===== src/rtl/pbuf6_prog_ctrl_if.sv =====
// ---------------------------------------------------------------------------
// pbuf6_prog_ctrl_if
// Request channel from the chip configuration bus into pbuf6_prog_ctrl.
//   cfg_valid : a programming request is presented       (master -> slave)
//   cfg_ready : controller accepts the request this cycle (slave -> master)
//   cfg_word  : six buffer enables, bit i = q[i] of the target pbuf6
//   cfg_bank  : index of the target pbuf6 instance
// ---------------------------------------------------------------------------
interface pbuf6_prog_ctrl_if #(
   parameter int BANK_W = 1
);
   logic              cfg_valid;
   logic              cfg_ready;
   logic [5:0]        cfg_word;
   logic [BANK_W-1:0] cfg_bank;

   modport master (
      output cfg_valid, cfg_word, cfg_bank,
      input  cfg_ready
   );

   modport slave (
      input  cfg_valid, cfg_word, cfg_bank,
      output cfg_ready
   );
endinterface


===== src/rtl/pbuf6_prog_ctrl.sv =====
// ---------------------------------------------------------------------------
// pbuf6_prog_ctrl
// Sequences the configuration storage of NUM_BANKS pbuf6 tristate-buffer
// arrays. A 6-bit enable word is written as two columns: column 0 carries
// word[2:0], column 1 carries word[5:3], each through a SETUP / PULSE / HOLD
// phase with programmable lengths.
//
// Ports
//   clk, rst             : single clock, synchronous active-high reset
//   cfg (slave)          : valid/ready request with cfg_word and cfg_bank
//   busy                 : a programming sequence is in progress
//   done                 : one-cycle pulse when a sequence completes
//   err                  : one-cycle pulse when a request names an illegal bank
//   prog_dat0..2         : shared row data to every pbuf6
//   prog_cap0/prog_cap1  : per-bank column capture strobes
// ---------------------------------------------------------------------------
module pbuf6_prog_ctrl #(
   parameter int NUM_BANKS = 1,
   parameter int BANK_W    = 1,
   parameter int SETUP_CYC = 1,
   parameter int PULSE_CYC = 2,
   parameter int HOLD_CYC  = 1
) (
   input  logic                 clk,
   input  logic                 rst,
   pbuf6_prog_ctrl_if.slave     cfg,
   output logic                 busy,
   output logic                 done,
   output logic                 err,
   output logic                 prog_dat0,
   output logic                 prog_dat1,
   output logic                 prog_dat2,
   output logic [NUM_BANKS-1:0] prog_cap0,
   output logic [NUM_BANKS-1:0] prog_cap1
);

   if (SETUP_CYC < 1 || SETUP_CYC > 15 || PULSE_CYC < 1 || PULSE_CYC > 15 ||
       HOLD_CYC < 1 || HOLD_CYC > 15 || NUM_BANKS < 1 ||
       (2 ** BANK_W) < NUM_BANKS) begin : g_bad_param
      $error("pbuf6_prog_ctrl: illegal parameter value");
   end

   // Phase counters load length-1 and the phase ends when they reach zero.
   localparam logic [3:0] SETUP_LD = 4'(SETUP_CYC - 1);
   localparam logic [3:0] PULSE_LD = 4'(PULSE_CYC - 1);
   localparam logic [3:0] HOLD_LD  = 4'(HOLD_CYC - 1);

   typedef enum logic [1:0] {IDLE, SETUP, PULSE, HOLD} state_t;

   state_t                 state;
   logic [3:0]             cnt;
   logic                   col;
   logic [2:0]             col1_bits;   // {dat0,dat1,dat2} for column 1
   logic [NUM_BANKS-1:0]   bank_oh_q;
   logic [NUM_BANKS-1:0]   bank_oh;
   logic                   bank_ok;

   // Decode the requested bank to one-hot; an out-of-range index yields
   // bank_ok = 0 rather than a wide compare against NUM_BANKS.
   always_comb begin
      bank_oh = '0;
      bank_ok = 1'b0;
      for (int b = 0; b < NUM_BANKS; b++) begin
         if (int'(cfg.cfg_bank) == b) begin
            bank_oh[b] = 1'b1;
            bank_ok    = 1'b1;
         end
      end
   end

   assign cfg.cfg_ready = (state == IDLE);

   // Outputs are registered and change together with the state they belong
   // to, so dat only moves on SETUP entry and cap only toggles on PULSE
   // entry/exit -- never both on the same edge.
   always_ff @(posedge clk) begin
      if (rst) begin
         state     <= IDLE;
         cnt       <= '0;
         col       <= 1'b0;
         busy      <= 1'b0;
         done      <= 1'b0;
         err       <= 1'b0;
         prog_dat0 <= 1'b0;
         prog_dat1 <= 1'b0;
         prog_dat2 <= 1'b0;
         prog_cap0 <= '0;
         prog_cap1 <= '0;
      end else begin
         done <= 1'b0;
         err  <= 1'b0;
         unique case (state)
            IDLE: begin
               if (cfg.cfg_valid) begin
                  if (!bank_ok) begin
                     err <= 1'b1;
                  end else begin
                     bank_oh_q <= bank_oh;
                     col1_bits <= {cfg.cfg_word[3], cfg.cfg_word[4], cfg.cfg_word[5]};
                     prog_dat0 <= cfg.cfg_word[0];
                     prog_dat1 <= cfg.cfg_word[1];
                     prog_dat2 <= cfg.cfg_word[2];
                     col       <= 1'b0;
                     cnt       <= SETUP_LD;
                     busy      <= 1'b1;
                     state     <= SETUP;
                  end
               end
            end
            SETUP: begin
               if (cnt == 4'd0) begin
                  if (col) prog_cap1 <= bank_oh_q;
                  else     prog_cap0 <= bank_oh_q;
                  cnt   <= PULSE_LD;
                  state <= PULSE;
               end else begin
                  cnt <= cnt - 4'd1;
               end
            end
            PULSE: begin
               if (cnt == 4'd0) begin
                  prog_cap0 <= '0;
                  prog_cap1 <= '0;
                  cnt       <= HOLD_LD;
                  state     <= HOLD;
               end else begin
                  cnt <= cnt - 4'd1;
               end
            end
            HOLD: begin
               if (cnt == 4'd0) begin
                  if (!col) begin
                     col       <= 1'b1;
                     prog_dat0 <= col1_bits[2];
                     prog_dat1 <= col1_bits[1];
                     prog_dat2 <= col1_bits[0];
                     cnt       <= SETUP_LD;
                     state     <= SETUP;
                  end else begin
                     prog_dat0 <= 1'b0;
                     prog_dat1 <= 1'b0;
                     prog_dat2 <= 1'b0;
                     busy      <= 1'b0;
                     done      <= 1'b1;
                     state     <= IDLE;
                  end
               end else begin
                  cnt <= cnt - 4'd1;
               end
            end
            default: state <= IDLE;
         endcase
      end
   end

endmodule


===== src/flat_wrapper.sv =====
// flat-port wrapper written by rule: the top's interface ports become plain ports
module pbuf6_prog_ctrl_flat 
#(
   parameter int NUM_BANKS = 1,
   parameter int BANK_W    = 1,
   parameter int SETUP_CYC = 1,
   parameter int PULSE_CYC = 2,
   parameter int HOLD_CYC  = 1
)
  (clk, rst, busy, done, err, prog_dat0, prog_dat1, prog_dat2, prog_cap0, prog_cap1, cfg_cfg_valid, cfg_cfg_word, cfg_cfg_bank, cfg_cfg_ready);
  pbuf6_prog_ctrl_if #(.BANK_W(BANK_W)) cfg_i ();
  input  logic clk;
  input  logic rst;
  output logic busy;
  output logic done;
  output logic err;
  output logic prog_dat0;
  output logic prog_dat1;
  output logic prog_dat2;
  output logic [NUM_BANKS-1:0] prog_cap0;
  output logic [NUM_BANKS-1:0] prog_cap1;
  input wire logic [$bits(cfg_i.cfg_valid)-1:0] cfg_cfg_valid;
  input wire logic [$bits(cfg_i.cfg_word)-1:0] cfg_cfg_word;
  input wire logic [$bits(cfg_i.cfg_bank)-1:0] cfg_cfg_bank;
  output wire logic [$bits(cfg_i.cfg_ready)-1:0] cfg_cfg_ready;
  assign cfg_i.cfg_valid = cfg_cfg_valid;
  assign cfg_i.cfg_word = cfg_cfg_word;
  assign cfg_i.cfg_bank = cfg_cfg_bank;
  assign cfg_cfg_ready = cfg_i.cfg_ready;
  pbuf6_prog_ctrl #(.NUM_BANKS(NUM_BANKS), .BANK_W(BANK_W), .SETUP_CYC(SETUP_CYC), .PULSE_CYC(PULSE_CYC), .HOLD_CYC(HOLD_CYC)) u_core (.clk(clk), .rst(rst), .cfg(cfg_i), .busy(busy), .done(done), .err(err), .prog_dat0(prog_dat0), .prog_dat1(prog_dat1), .prog_dat2(prog_dat2), .prog_cap0(prog_cap0), .prog_cap1(prog_cap1));
endmodule

===== config.mk =====
export PLATFORM = sky130hd
export DESIGN_NAME = pbuf6_prog_ctrl_flat
export DESIGN_NICKNAME = d
export VERILOG_FILES = /design/src/rtl/pbuf6_prog_ctrl_if.sv /design/src/rtl/pbuf6_prog_ctrl.sv /design/src/flat_wrapper.sv
export SDC_FILE = /design/constraint.sdc
export NUM_CORES = 1
export LEC_CHECK = 0
export BUFFER_PORTS_ARGS = -buffer_cell sky130_fd_sc_hd__buf_2
export CORE_ASPECT_RATIO = 0.7
export CORE_UTILIZATION = 40
export DETAILED_ROUTE_END_ITERATION = 8
export GPL_TIMING_DRIVEN = 0
export PLACE_DENSITY = 0.6
export SYNTH_ARGS = -nofsm -noshare
export SYNTH_HDL_FRONTEND = slang
export SYNTH_SLANG_ARGS = --single-unit

===== constraint.sdc =====
create_clock -name clk -period 3.08 [get_ports clk]
set_clock_uncertainty 0.1 [all_clocks]
set_input_delay 0.77 -clock clk [delete_from_list [all_inputs] [get_ports clk]]
set_output_delay 0.77 -clock clk [all_outputs]
set_load 0.02 [all_outputs]

==> impl_table.tex <==
\begin{tabular}{lr}
\hline
Metric & Value \\
\hline
\multicolumn{2}{l}{\textbf{Outcome}} \\
\quad Outcome & completed \\
\multicolumn{2}{l}{\textbf{Yosys}} \\
\quad Syn\_area\_per\_cell & 9.02 sq um \\
\quad Gate count of the mapped netlist & around 110 \\
\quad Post-Synthesis Net Count & 123 \\
\quad Largest cells by area after synthesis & sky130\_fd\_sc\_hd\_\_dfxtp\_1 (31\%), sky130\_fd\_sc\_hd\_\_edfxtp\_1 (9.4\%), sky130\_fd\_sc\_hd\_\_ha\_1 (9.2\%) \\
\quad Yosys Warn Count & 0 \\
\quad Flops \& latches, synth & 18 \\
\quad Proportion of netlist area held by the largest area contributor & 31.4\% \\
\quad Post-synth ARST share & 0\% \\
\quad Number of enable flip-flop cells after synthesis & 3 \\
\quad Register area share after synthesis & between 40\% and 50\% \\
\quad Post-synthesis cell type count & 34 \\
\quad Mux cell area share after synthesis & $\sim$2.5\% \\
\quad Post-synthesis cell area & between 900 and 1000 sq um \\
\quad Simple logic cell fraction of the synthesized area & 23.6\% \\
\quad Primary FF master, synth & sky130\_fd\_sc\_hd\_\_dfxtp\_1 \\
\quad Fraction of the mapped netlist area in adder cells & slightly above 9\% \\
\quad Main combinational cell family by area after synthesis & simple AND/OR/NAND/NOR gates \\
\quad Post-synthesis xor/xnor area fraction & 0\% \\
\quad Cell taking the most area after synthesis & sky130\_fd\_sc\_hd\_\_dfxtp\_1 \\
\quad Synth Area in Compound Gates & 20.3\% \\
\quad Most used standard cell by instance count after synthesis & sky130\_fd\_sc\_hd\_\_dfxtp\_1 \\
\quad Most frequent cells after synthesis & sky130\_fd\_sc\_hd\_\_dfxtp\_1 (15), sky130\_fd\_sc\_hd\_\_a21oi\_1 (14), sky130\_fd\_sc\_hd\_\_nor2\_1 (8), sky130\_fd\_sc\_hd\_\_o21ai\_0 (8), sky130\_fd\_sc\_hd\_\_ha\_1 (7) \\
\multicolumn{2}{l}{\textbf{Min path}} \\
\quad Number of cells on the worst hold path & 2 \\
\quad Hold Startpoint & u\_core.prog\_dat0 \\
\quad Hold Crit Endpoint & u\_core.prog\_dat0 \\
\quad Hold Crit Class & reg2reg \\
\multicolumn{2}{l}{\textbf{CTS}} \\
\quad CTS sink cnt & 18 \\
\quad Clk buf depth & 2 \\
\quad CTS tree & done \\
\quad Clock slew at reported path FFs & around 0.11 ns \\
\quad Maximum level of the CTS H-tree & 1 \\
\quad Setup Buffers After CTS & 0 \\
\quad Number of resized instances in the post-cts repair step & 0 \\
\quad Hold-fix buffers at CTS & 0 \\
\quad Buffer cell driving the clock tree root & sky130\_fd\_sc\_hd\_\_clkbuf\_4 \\
\quad Inserted Clock Buffers & 3 \\
\quad Clk\_lat worst skew & slightly below 0.3 ns \\
\multicolumn{2}{l}{\textbf{Worst setup path}} \\
\quad CP Capture Type & output port \\
\quad Setup slack of the worst register-to-register path & $\sim$1.1 ns \\
\quad Crit path kind & reg2out \\
\quad Launch point of the worst path & u\_core.state[0] \\
\quad CP Launch Type & register \\
\quad Capture instance of the worst register-to-register path & u\_core.state[0] \\
\quad CP Max Fanout & 7 \\
\quad Required time worst endpoint & $\sim$2.2 ns \\
\quad Crit path arrival time & 1.33 ns \\
\quad Startpoint of the worst-slack reg-to-reg timing path & u\_core.state[1] \\
\quad Cell depth of the worst flop-to-flop path & 6 \\
\multicolumn{2}{l}{\textbf{Routing}} \\
\quad Via/cell ratio & 5.17 \\
\quad Final wirelength & $\sim$2.0 mm \\
\quad Post-detailed-route DRC marker count & 0 \\
\quad Initial drt markers & 16 \\
\quad Vias after detailed routing & roughly 820 \\
\quad Average routed wire per standard cell & between 10 and 15 microns \\
\quad Number of detailed-route iterations in the first pass & 4 \\
\quad Post-DRT Antenna Nets & 0 \\
\multicolumn{2}{l}{\textbf{STA}} \\
\quad Relative slew slack & roughly two thirds \\
\quad Actual slew at the worst max-slew pin & 0.477 ns \\
\quad Total negative setup slack & 0 ns \\
\quad Share of the clock period used by the worst path after layout & a little over 70\% \\
\quad Number of max-slew violations in the final report & 0 \\
\quad Post-layout minimum cycle time & roughly 2.2 ns \\
\quad Final hold slack & between 0.3 and 0.4 ns \\
\quad Worst setup slack after layout & about 0.9 ns \\
\quad Setup-violating endpoint count in the final report & 0 \\
\quad Final hold violations & 0 \\
\quad Setup repair after global routing missed its margin & false \\
\quad Upper clock frequency limit & about 450 MHz \\
\multicolumn{2}{l}{\textbf{Placement}} \\
\quad Input/output buffers & 17 \\
\quad Worst setup slack before clock tree synthesis & approximately 1.0 ns \\
\quad Detailed Place HPWL & around 1.5 mm \\
\quad DP Area & 1080 sq um \\
\quad Placer's final routability congestion estimate & about 0.78 \\
\multicolumn{2}{l}{\textbf{Final layout}} \\
\quad Filler Cell Count & about 230 \\
\quad N\_diodes & 0 \\
\quad Layout overhead on the synthesized area & 15.8\% \\
\quad Finished Cell Area & $\sim$1100 sq um \\
\quad \# nets final & around 150 \\
\quad Layout cells sized above 1 & 21.3\% \\
\multicolumn{2}{l}{\textbf{Global route}} \\
\quad Number of antenna violations at the first check in global routing & 0 \\
\quad Via count of the first global-routing pass & about 740 \\
\quad Maximum number of pins on one net before global-route repair & 11 \\
\quad Total global-route track usage & a little under a fifth \\
\quad Total grt overflow & 0 \\
\quad Global-route wire length before repair & 3.43 mm \\
\multicolumn{2}{l}{\textbf{Pwr}} \\
\quad Switching power share of the total & roughly 42\% \\
\quad Net switching power of the design & around 0.37 mW \\
\quad Power share of the combinational group & about half \\
\quad Clock power frac & between 10\% and 20\% \\
\quad Overall power of the completed layout & approximately 0.87 mW \\
\quad P per Cell Area & between 700 and 800 nW/um\^{}2 \\
\quad Maximum VDD drop & between 300 and 400 uV \\
\quad Part of the power in registers & between 30\% and 40\% \\
\quad Cell internal power dissipation & roughly 0.51 mW \\
\quad LEAKAGE & about 0.45 nW \\
\multicolumn{2}{l}{\textbf{Die}} \\
\quad Number of placement rows & 14 \\
\quad IO Pins & 19 \\
\quad Core region area & between 2000 and 2500 sq um \\
\quad Width of the die & between 60 and 70 microns \\
\quad Die extent in y & 42.9 microns \\
\quad Die area & 2590 sq um \\
\quad Effective utilization at floorplan & 43.3\% \\
\multicolumn{2}{l}{\textbf{Job}} \\
\quad Max-cap violations & 0 \\
\hline
\end{tabular}
==> cell type report <==
cell class / instances / area (sq um) / share of cell area [%]
inverters: 5 / 18.8 / 1.69
multi-input cells: 79 / 531 / 47.9
plain buffers: 4 / 16.3 / 1.47
repair buffers: 17 / 85.1 / 7.68
flip-flops and latches: 18 / 390 / 35.3
well taps: 32 / 40.0 / 3.62
clock buffers: 4 / 26.3 / 2.37
==> critical path: stages, from the launching register on <==
cell                      delay, ns
sky130_fd_sc_hd__dfxtp_1       0.35
sky130_fd_sc_hd__inv_1         0.14
sky130_fd_sc_hd__ha_1          0.33
sky130_fd_sc_hd__buf_2         0.22
==> cell usage in the layout, fill, tap and decap left out, types with 2 or more instances in the layout <==
cell type / netlist / layout
sky130_fd_sc_hd__o21ai_0: 8 / 8
sky130_fd_sc_hd__dfxtp_1: 15 / 15
sky130_fd_sc_hd__ha_1: 7 / 7
sky130_fd_sc_hd__or3_1: 3 / 3
sky130_fd_sc_hd__a31oi_1: 2 / 2
sky130_fd_sc_hd__edfxtp_1: 3 / 3
sky130_fd_sc_hd__a21oi_1: 14 / 14
sky130_fd_sc_hd__nand3_1: 3 / 3
sky130_fd_sc_hd__inv_1: 5 / 5
sky130_fd_sc_hd__nor2_1: 8 / 8
sky130_fd_sc_hd__buf_2: 1 / 18
sky130_fd_sc_hd__clkbuf_4: 0 / 3
sky130_fd_sc_hd__clkbuf_1: 3 / 4
sky130_fd_sc_hd__nand2_1: 5 / 5
sky130_fd_sc_hd__nor2b_1: 5 / 5
sky130_fd_sc_hd__nor3_1: 5 / 5
==> registers in the layout, summed over array words and instances (netlist names) <==
name / cells
u_core.busy: 1
u_core.cnt: 4
u_core.col: 1
u_core.col1_bits: 3
u_core.done: 1
u_core.err: 1
u_core.prog_cap0: 1
u_core.prog_cap1: 1
u_core.prog_dat0: 1
u_core.prog_dat1: 1
u_core.prog_dat2: 1
u_core.state: 2
==> worst max-delay path by stage <==
| stage | to | slack [ns] | cells after the start |
|---|---|---|---|
| global route | cfg_cfg_ready | 0.79 | 3 |
| global placement | u_core.prog_dat1 | 1.0 | 6 |
| finish | cfg_cfg_ready | 0.88 | 3 |
| floorplan | u_core.prog_dat0 | 1.21 | 5 |
| detailed placement | u_core.prog_dat0 | 1.01 | 6 |
| CTS | cfg_cfg_ready | 0.87 | 3 |
==> metal layers <==
layer	vias to the layer above	share of wire [%]	global-route usage, %
met2	21	42	25.5
met1	378	52	27.1
met4	0	0.65	4.09
met3	2	5.6	5.49
li1	421	-	-
met5	-	0	0
==> kinds of logic after synthesis <==
family / count (synthesis)
muxes: 2
DFF: 18
adders and majority gates: 7
AOI/OAI and AO/OA: 32
and+or+nand+nor: 38
buffers and inverters: 9
==> stage by stage <==
step                util (%)  std cells
floorplan                  -        106
global placement        49.0        155
detailed placement      49.0        155
CTS                     50.2        159
global route            50.2        159
finish                  50.2        159
==> power by group through the flow <==
stage / registers [mW] / logic [mW] / clock network, mW
after global routing: 0.317 / 0.496 / 0.141
final: 0.312 / 0.440 / 0.123
after global placement: 0.315 / 0.429 / 0
after floorplan: 0.344 / 0.305 / 0
after detailed placement: 0.318 / 0.436 / 0
after CTS: 0.312 / 0.440 / 0.128
Power figures use the tool's default switching activity.
